<file path="src/rtl/victim_way_scheduler.sv">
// victim_way_scheduler: per-way saturating ages plus a chunked largest-eligible-age victim search.
// Optional build macro VICTIM_AUTO_RESET_EN: clear the chosen victim's age on result handshake.
module victim_way_scheduler #(
   parameter int SINGLE_WAY_WIDTH_IN_BITS = 4,
   parameter int NUM_WAY                  = 16,
   parameter int WAYS_PER_CYCLE           = 4
) (
   input  logic                                clk_in,
   input  logic                                reset_n_in,
   input  logic                                access_valid_in,
   input  logic [$clog2(NUM_WAY)-1:0]          access_way_in,
   input  logic                                request_valid_in,
   input  logic [NUM_WAY-1:0]                  request_condition_in,
   output logic                                request_ready_out,
   output logic                                result_valid_out,
   input  logic                                result_ready_in,
   output logic                                result_found_out,
   output logic [$clog2(NUM_WAY)-1:0]          result_way_out,
   output logic [SINGLE_WAY_WIDTH_IN_BITS-1:0] result_age_out
);
   localparam int W  = SINGLE_WAY_WIDTH_IN_BITS;
   localparam int IW = $clog2(NUM_WAY);
   localparam int N  = NUM_WAY / WAYS_PER_CYCLE;
   localparam int CW = (N > 1) ? $clog2(N) : 1;
   localparam logic [W-1:0]  AGE_MAX    = '1;
   localparam logic [IW:0]   WAY_LIMIT  = (IW+1)'(NUM_WAY);
   localparam logic [CW-1:0] LAST_CHUNK = CW'(N-1);

   typedef enum logic [1:0] {IDLE, SCAN, DONE} state_t;

   state_t         state_q, state_d;
   logic [W-1:0]   age_q [NUM_WAY];
   logic [W-1:0]   age_d [NUM_WAY];
   logic [W-1:0]   snap_age [NUM_WAY];
   logic [NUM_WAY-1:0] snap_cond;
   logic [CW-1:0]  chunk_q;
   logic           best_found_q, scan_found;
   logic [IW-1:0]  best_way_q, scan_way;
   logic [W-1:0]   best_age_q, scan_age;
   logic           accept, access_ok;

   assign accept    = request_valid_in && request_ready_out;
   assign access_ok = {1'b0, access_way_in} < WAY_LIMIT;

   // Age update: accessed way clears, all others count up and stick at the maximum.
   always_comb begin
      for (int i = 0; i < NUM_WAY; i++) begin
         age_d[i] = age_q[i];
         if (access_valid_in && access_ok)
            age_d[i] = (access_way_in == IW'(i)) ? '0 : (age_q[i] == AGE_MAX) ? AGE_MAX : age_q[i] + 1'b1;
`ifdef VICTIM_AUTO_RESET_EN
         if (result_valid_out && result_ready_in && best_found_q && best_way_q == IW'(i))
            age_d[i] = '0;
`endif
      end
   end

   // Fold the current chunk into the running best; ascending order keeps ties on the lowest index.
   always_comb begin
      scan_found = best_found_q;
      scan_way   = best_way_q;
      scan_age   = best_age_q;
      for (int i = 0; i < NUM_WAY; i++)
         if (CW'(i / WAYS_PER_CYCLE) == chunk_q && snap_cond[i] && (!scan_found || snap_age[i] > scan_age)) begin
            scan_found = 1'b1;
            scan_way   = IW'(i);
            scan_age   = snap_age[i];
         end
   end

   // State register.
   always_ff @(posedge clk_in or negedge reset_n_in) begin
      if (!reset_n_in) state_q <= IDLE;
      else             state_q <= state_d;
   end

   // Next state: accept -> scan N chunks -> hold result until taken.
   always_comb begin
      state_d = (state_q == IDLE) ? (request_valid_in ? SCAN : IDLE) :
                (state_q == SCAN) ? ((chunk_q == LAST_CHUNK) ? DONE : SCAN) :
                (result_ready_in ? IDLE : DONE);
   end

   // Handshake flags and result outputs.
   always_comb begin
      request_ready_out = (state_q == IDLE);
      result_valid_out  = (state_q == DONE);
      result_found_out  = best_found_q;
      result_way_out    = best_way_q;
      result_age_out    = best_age_q;
   end

   // Ages, request snapshot, chunk counter and running best.
   always_ff @(posedge clk_in or negedge reset_n_in) begin
      if (!reset_n_in) begin
         for (int i = 0; i < NUM_WAY; i++) begin
            age_q[i]    <= '0;
            snap_age[i] <= '0;
         end
         snap_cond    <= '0;
         chunk_q      <= '0;
         best_found_q <= 1'b0;
         best_way_q   <= '0;
         best_age_q   <= '0;
      end else begin
         age_q <= age_d;
         if (accept) begin
            snap_age     <= age_d;
            snap_cond    <= request_condition_in;
            chunk_q      <= '0;
            best_found_q <= 1'b0;
            best_way_q   <= '0;
            best_age_q   <= '0;
         end else if (state_q == SCAN) begin
            best_found_q <= scan_found;
            best_way_q   <= scan_way;
            best_age_q   <= scan_age;
            if (chunk_q != LAST_CHUNK) chunk_q <= chunk_q + 1'b1;
         end
      end
   end
endmodule

</file>
<file path="config.mk">
export PLATFORM = sky130hd
export DESIGN_NAME = victim_way_scheduler
export DESIGN_NICKNAME = d
export VERILOG_FILES = /design/src/rtl/victim_way_scheduler.sv
export SDC_FILE = /design/constraint.sdc
export NUM_CORES = 1
export LEC_CHECK = 0
export BUFFER_PORTS_ARGS = -buffer_cell sky130_fd_sc_hd__buf_4
export CORE_MARGIN = 2
export CORE_UTILIZATION = 45
export DETAILED_ROUTE_END_ITERATION = 8
export GPL_TIMING_DRIVEN = 1
export PLACE_DENSITY_LB_ADDON = 0.15
export SLEW_MARGIN = 20
export SYNTH_ARGS = -nofsm -noshare
export SYNTH_HDL_FRONTEND = slang
export SYNTH_SLANG_ARGS = --single-unit
</file>
<file path="constraint.sdc">
create_clock -name clk_in -period 34.4 [get_ports clk_in]
set_input_delay 1.72 -clock clk_in [delete_from_list [all_inputs] [get_ports clk_in]]
set_output_delay 1.72 -clock clk_in [all_outputs]
set_load 0.01 [all_outputs]
</file>
### After elaboration in Yosys (flattened, before gate mapping)

Cells that the tools add are included.

| cells by class | value |
|---|---|
| $add $sub $neg | 17 |
| order comparisons | 16 |
| eq/ne operators | 38 |
| mux-type cells | 110 |
| reductions and logical operators | 73 |

Operators by type and width:

| kind | count |
|---|---|
| $mux W4 | 84 |
| $eq A4 B4 Y1 const B | 24 |
| $add A4 B1 Y4 const B | 16 |
| $gt A4 B4 Y1 | 16 |
| $logic_and A1 B1 Y1 | 33 |
| $mux W1 | 19 |
| $reduce_bool A17 Y1 | 1 |
| $eq A4 B3 Y1 const B | 4 |
| $logic_not A1 Y1 | 16 |
| $logic_or A1 B1 Y1 | 16 |
| $mux W2 | 7 |
| $eq A4 B2 Y1 const B | 2 |
| $eq A2 B2 Y1 const A | 2 |
| $eq A2 B2 Y1 const B | 2 |
| $eq A4 B1 Y1 const B | 1 |
| $logic_not A2 Y1 | 2 |
| $logic_not A4 Y1 | 1 |
| $reduce_and A2 Y1 | 2 |
| $reduce_bool A2 Y1 | 2 |
| $add A2 B1 Y2 const B | 1 |
| $eq A1 B2 Y1 const A | 1 |
| $eq A2 B1 Y1 const B | 1 |
| $ne A2 B2 Y1 const B | 1 |

| storage, ports and cells | value |
|---|---|
| register bits | 157 |
| input port bits | 25 |
| word-level logic and storage cells | 292 |

### Depth between registers and ports, before layout

Gate-level depths: netlist (run 1).

| logic depth | value |
|---|---|
| depth after elaboration | 66 |
| mapped depth | 148 |
| depth with buffers taken out | 145 |

### Least setup slack after synthesis (run 1)

OpenSTA, ideal clock, no wires.

| path | value |
|---|---|
| path type | register to register |
| from | reg best_age_q[2], in the netlist result_age_out[2] |
| to | reg best_way_q[1], in the netlist result_way_out[1] |
| arrival time | 25.409 ns |
| path slack | 8.865 ns |
| stages on the path, launching flop included | 140 |
| path buffers | 3 |
| clock period less this slack | 25.535 ns |
| path through | dfrtp_1 > inv_1 > ha_1 > nand2_1 > o21bai_4 > a211oi_4 > nor2_1 > a21oi_1 > ha_1 > nor2b_1 > o211ai_1 > mux2i_1 > o22a_1 > o311ai_1 > mux2i_1 > inv_1 > ha_1 > nor2b_1 > (+104 left out) > nand2b_1 > a21oi_1 > a41oi_1 > o211ai_1 > inv_1 > a2111oi_2 > or2_1 > ha_1 > nor2b_1 > o21ai_0 > nand2b_1 > a21oi_1 > a41oi_1 > o211ai_1 > nand2_1 > and4bb_1 > a21o_1 > o22ai_1 |

| on the way | value |
|---|---|
| longest elaborated chain between the ends | 66 |

Ends and longest elaborated chain:

| item | RTL line | RTL |
|---|---|---|
| start, declared | 39 | `logic [W-1:0] best_age_q, scan_age;` |
| start signal, assigned | 117 | `best_age_q <= scan_age;` |
| parallel branches: the longest is 66 deep, another holds $gt A4 B4 Y1 | n/a |  |
| end signal, assigned | 116 | `best_way_q <= scan_way;` |
| end, declared | 38 | `logic [IW-1:0] best_way_q, scan_way;` |

Parallel ways; which one is timed is not known. The select of a mux whose other input is x is not followed.
A chain may end at the register's enable or synchronous reset.

### Final worst setup path (run 1)

| path | value |
|---|---|
| from | reg chunk_q[0] |
| to | reg best_way_q[0], in the netlist result_way_out[0] |

| on the way | value |
|---|---|
| longest elaborated chain between the ends | 66 |

Ends and longest elaborated chain:

| item | RTL line | RTL |
|---|---|---|
| start, declared | 36 | `logic [CW-1:0] chunk_q;` |
| start signal, assigned | 118 | `if (chunk_q != LAST_CHUNK) chunk_q <= chunk_q + 1'b1;` |
| parallel branches: the longest is 66 deep, another holds $gt A4 B4 Y1 | n/a |  |

Parallel ways; which one is timed is not known. The select of a mux whose other input is x is not followed.

==> results by group, run 1 <==
Outcome
  • Status: finished clean

Yosys
  • Synth top area share: 0.373
  • Syn Nets: roughly 1,300
  • Ys Warns: 0
  • Avg Inst Size Synth: 9.06 um^2
  • Most area-hungry cell type in the Yosys netlist: dfrtp_1
  • Cell count after synthesis: around 1,200
  • EDFF count, synth: 0
  • Netlist Area Pre-Place: 0.0105 mm^2
  • Synth top area cells: dfrtp_1, ha_1, mux2_2
  • FFs w/ async S/R, synth: 1.00
  • Register area share after synthesis: 0.373
  • Post-synthesis register bit count: 157
  • Netlist cell types: 82
  • Main synth FF type: dfrtp_1

STA
  • Max Clk Rate: 33.1 MHz
  • Count of final setup violators: 0
  • Final Hold Viols: 0
  • TNS Setup: 0 ns
  • Worst slew pin tran: 1.01 ns
  • Slew headroom: 0.329
  • Worst Skew: 0.0119 ns
  • Pins Over Slew Limit: 0
  • RSZ-0062 raised after global routing: false
  • Tcrit/Tclk final: 0.878
  • Fin crit period: 30.21 ns

Cells and area
  • Final #Nets: 1,281
  • Diodes inserted: 0
  • Post-route cell area: 0.0117 mm^2
  • Share of layout cells above drive strength 1: 0.140
  • Layout area overhead: 11.0%
  • Final core occ: 0.503

CTS
  • Hold Buf Count CTS: 0
  • Post-CTS Resized: 0
  • CTS tree: yes
  • H-tree depth: 4
  • Number of clock sinks: roughly 160
  • Latest clock arrival within the worst-skew pair: 0.43 ns
  • Worst-path clk slew: 0.07 ns
  • Root buf cell: clkbuf_16
  • Setup bufs post-CTS: 0
  • Longest Clk Path Bufs: 2
  • Cts bufs inserted: 17

Die
  • Rows: 56
  • Die span in y: roughly 160 um
  • Starting density of the core: 0.453
  • I/O pin count: 36
  • Die W: between 150 and 200 um
  • Die Area: between 0.02 and 0.025 mm^2
  • Core footprint: 0.0233 mm^2

Global routing
  • Gr ovfl total: 0
  • Via count of the first global-routing pass: roughly 8,400
  • Initial antenna violation count: 0
  • Largest net degree at the start of global routing: 98
  • Tot GR Track Use: 0.213
  • First-pass GRT wire length: about 42,000 um

Drt
  • DR WL/cell: 16.6 um
  • Antenna Nets Post-Route: 0
  • Remaining DRCs: 0
  • Vias: 8,741
  • WL final: 25,200 um
  • Drt pass-1 iters: 6
  • DR vias/cell: 5.77
  • DRT iter0 DRCs: 610

Critical path
  • Worst Path Buf+Inv: 8
  • Worst EP arrival: 30.52 ns
  • Startpoint types: register
  • Setup CP Type: register to register
  • Slowest CP cell: o311ai_0
  • CP required: between 30 and 40 ns
  • Worst Path Max Fanout: 13
  • Delay-heaviest family, CP: compound AO/OA/AOI/OAI gates
  • CP max stage delay: 0.81 ns
  • Worst Setup End Kind: register

Place
  • DP HPWL: 18,300 um
  • Cell area after placement: around 0.011 mm^2
  • Gp weighted congestion: 0.897
  • Port buffer count: 35

Hold path
  • Hold/Removal Path Class: register to register

Flow run
  • Max-cap check violation count: 0
## kinds of logic (layout without fill, tap and decap cells)
| logic type | count (synthesis) | in the layout | share of synthesized area |
|---|---|---|---|
| buffers and inverters | 137 | 170 | 0.0502 |
| adders and majority gates | 73 | 73 | 0.0864 |
| AOI/OAI and AO/OA | 398 | 398 | 0.254 |
| and+or+nand+nor | 307 | 307 | 0.142 |
| muxes | 90 | 90 | 0.0936 |
| xor gates and xnor gates | 2 | 2 | 0.00166 |
| DFF | 157 | 157 | 0.373 |
## layer usage
metal | up-vias | global-route usage | routed length [um]
li1 | 4353 | - | -
met1 | 4192 | 0.290 | 12100
met2 | 168 | 0.360 | 12000
met3 | 28 | 0.0303 | 772
met4 | 0 | 0.0532 | 344
met5 | - | 0 | 0
## cell type report
class	count	area, um^2
inverters	101	379
multi-input cells	870	6090
fillers	2225	11600
clock buffers	18	439
flip-flops and latches	157	3930
repair buffers	37	282
clock inverters	14	181
well taps	319	399
## sequential cells by signal (all words and copies together) (netlist names)
name / cells
result_age_out: 4
age_q: 64
result_way_out: 4
snap_cond: 16
snap_age: 64
chunk_q: 2
result_found_out: 1
state_q: 2
## synth_stat cells, types with 4 or more instances
master    instances
dfrtp_1         157
a21oi_1         104
nand2_1         104
inv_1           100
o21ai_0          91
ha_1             72
mux2_2           69
nor2_1           49
nand3_1          41
a31oi_1          29
o22ai_1          29
clkbuf_1         26
nand2b_1         26
mux2i_1          21
nor3_1           19
a41oi_1          18
and2_1           17
nor2b_1          16
o211ai_1         15
o31ai_1          11
o21a_1           10
a21o_1            7
a41o_1            7
o311ai_0          7
or3_1             7
o31a_1            6
a21oi_2           5
and3_1            5
buf_1             5
o311ai_1          5
a211o_1           4
a21boi_0          4
a22oi_1           4
## cell usage in the layout (no fill, tap or decap), drive strengths merged, types with 16 or more instances in the layout
cell / n
ha: 72
buf: 37
nand3: 41
nor2: 50
nor3: 19
nand2: 104
nor2b: 16
inv: 105
mux2: 69
clkbuf: 18
o22ai: 29
o21ai: 91
a21oi: 110
mux2i: 21
a31oi: 32
o211ai: 16
dfrtp: 157
and2: 17
a41oi: 19
nand2b: 26
## path summary, 6_finish.rpt
path,startpoint,to,slack [ns],cells after the start
setup reg to reg,chunk_q[0],result_way_out[0],4.19,134
hold / removal,snap_cond[9],snap_cond[9],0.52,1
hold reg to reg,snap_cond[9],snap_cond[9],0.52,1
max in group asynchronous,reset_n_in,snap_age[18],31.73,2
min in group asynchronous,reset_n_in,snap_age[43],1.37,1
setup / recovery,chunk_q[0],result_way_out[0],4.19,134
## through the flow
step                setup slack, ns  hold slack, ns  cells
floorplan                      8.87           0.472   1164
global placement               5.24           0.495   1484
detailed placement             4.59           0.492   1484
CTS                            4.28           0.523   1516
global route                   1.11           0.538   1516
finish                         4.19           0.516   1516
Power of run 1 is not shown: default switching activity piles up to over one toggle a cycle in this logic, so the estimate is an artifact.
==> run 2, diff against run 1 <==
- CORE_UTILIZATION: 45 -> 65
- CTS_BUF_LIST: unset -> sky130_fd_sc_hd__clkbuf_4
==> results by group, run 2 (synthesized netlist as in run 1, its figures left out) <==
Drt
  • Highest metal used: met4
  • Drt pass-1 iters: 5
  • DR vias/cell: 6.37
  • Vias: 9,014
  • DR WL met3: approximately 1300 um
  • WL final: 24,800 um
  • Remaining DRCs: 0
  • DR WL/cell: 17.5 um
  • Antenna Nets Post-Route: 0
  • DRT iter0 DRCs: 797
  • M1 WL: 11,200 um
  • Metal2 WL: 11,600 um

Global routing
  • Largest net degree at the start of global routing: 85
  • Initial antenna violation count: 1
  • Gr ovfl total: 0
  • Tot GR Track Use: 0.295
  • Via count of the first global-routing pass: around 8,700
  • First-pass GRT wire length: 41,700 um

STA
  • Max Clk Rate: 33.1 MHz
  • Fin crit period: 30.19 ns
  • Slew headroom: 0.360
  • Pins Over Slew Limit: 0
  • Hold WS: 0.525 ns
  • Worst Skew: 0.0242 ns
  • RSZ-0062 raised after global routing: false
  • Worst slew pin tran: 0.948 ns
  • Count of final setup violators: 0
  • TNS Setup: 0 ns
  • Tcrit/Tclk final: 0.878
  • Final Hold Viols: 0

Die
  • Core footprint: 0.0159 mm^2
  • Die Area: 0.0173 mm^2
  • Die span in y: 131 um
  • Starting density of the core: 0.664
  • I/O pin count: 36
  • Rows: 46
  • Die W: 131 um

Cells and area
  • Most common cell after layout, fill and taps aside: dfrtp_1
  • Final #Nets: 1,282
  • Top Registers: age_q: 64 flops, snap_age: 64 flops, snap_cond: 16 flops
  • Share of layout cells above drive strength 1: 0.139
  • Layout area overhead: 6.62%
  • Final non-filler cell total: 1,415
  • Commonest non-fill, non-tap cells in the layout: dfrtp_1, nand2_1, a21oi_1

CTS
  • Cts bufs inserted: 17
  • Latest clock arrival within the worst-skew pair: roughly 0.6 ns
  • Root buf cell: clkbuf_4
  • H-tree depth: 4
  • Post-CTS Resized: 0
  • Hold Buf Count CTS: 0
  • Setup bufs post-CTS: 0
  • Number of clock sinks: approximately 160
  • Worst-path clk slew: approximately 0.15 ns
  • CTS tree: yes
  • Longest Clk Path Bufs: 2

Critical path
  • CP required: ~35 ns
  • Slowest CP cell: o311ai_0
  • Worst Setup End Kind: register
  • CP max stage delay: 0.84 ns
  • Setup CP Type: register to register
  • Delay-heaviest family, CP: compound AO/OA/AOI/OAI gates
  • Worst Path Max Fanout: 13
  • Worst EP arrival: 30.72 ns
  • Startpoint types: register
  • Worst Path Buf+Inv: 8

Flow run
  • Max-cap check violation count: 0

Place
  • DP HPWL: roughly 18,000 um
  • Gp weighted congestion: 0.916
  • Placed Cells: 1,382
  • Port buffer count: 35

Outcome
  • Status: finished clean

Hold path
  • Hold/Removal Path Class: register to register
[run 2: cell types whose count changed in the layout (fill, tap and decap cells not counted), moves of 2 or more]
cell	delta
clkbuf_16	-17
inv_6	-2
clkbuf_4	+18
clkinvlp_4	+3
[run 2: layout make-up]
type,instances,area [um^2]
Antenna cell,1,2.50
Clock buffer,18,135
Timing Repair Buffer,38,289
Tap cell,216,270
Inverter,101,379
Clock inverter,14,145
Multi-Input combinational cell,870,6090
Sequential cell,157,3930
Fill cell,1277,4640
[run 2: stage by stage]
step            util  cell area, um^2  worst slack, ns
6_report       0.708            11200             4.21
3_3_place_gp   0.690            11000             5.47
3_5_place_dp   0.690            11000             4.61
4_1_cts        0.707            11200             4.39
2_1_floorplan      -            10500             8.87
5_1_grt        0.708            11200             1.54
[run 2: path summary, 6_finish.rpt]
check | startpoint | to | slack (ns) | cells past startpoint
setup / recovery | chunk_q[0] | result_way_out[2] | 4.21 | 135
hold / removal | snap_cond[9] | snap_cond[9] | 0.53 | 1
setup reg to reg | chunk_q[0] | result_way_out[2] | 4.21 | 135
hold reg to reg | snap_cond[9] | snap_cond[9] | 0.53 | 1
max in group asynchronous | reset_n_in | snap_age[39] | 31.83 | 2
min in group asynchronous | reset_n_in | snap_age[6] | 1.14 | 1
[run 2: routing by layer]
metal / GRT usage / vias to the layer above
li1: - / 4349
met1: 0.401 / 4347
met2: 0.472 / 263
met3: 0.0548 / 55
met4: 0.117 / 0
met5: 0 / -
[run 2: worst register-to-register path: cells and delay by family (launching register included)]
family | cells | cell delay, ns
buf+inv | 8 | 1.00
fa+ha+maj | 16 | 4.71
mux | 8 | 2.71
compound gates | 67 | 15.70
flops | 1 | 0.44
simple gates | 36 | 5.54
Power of run 2 is left out for the same reason.
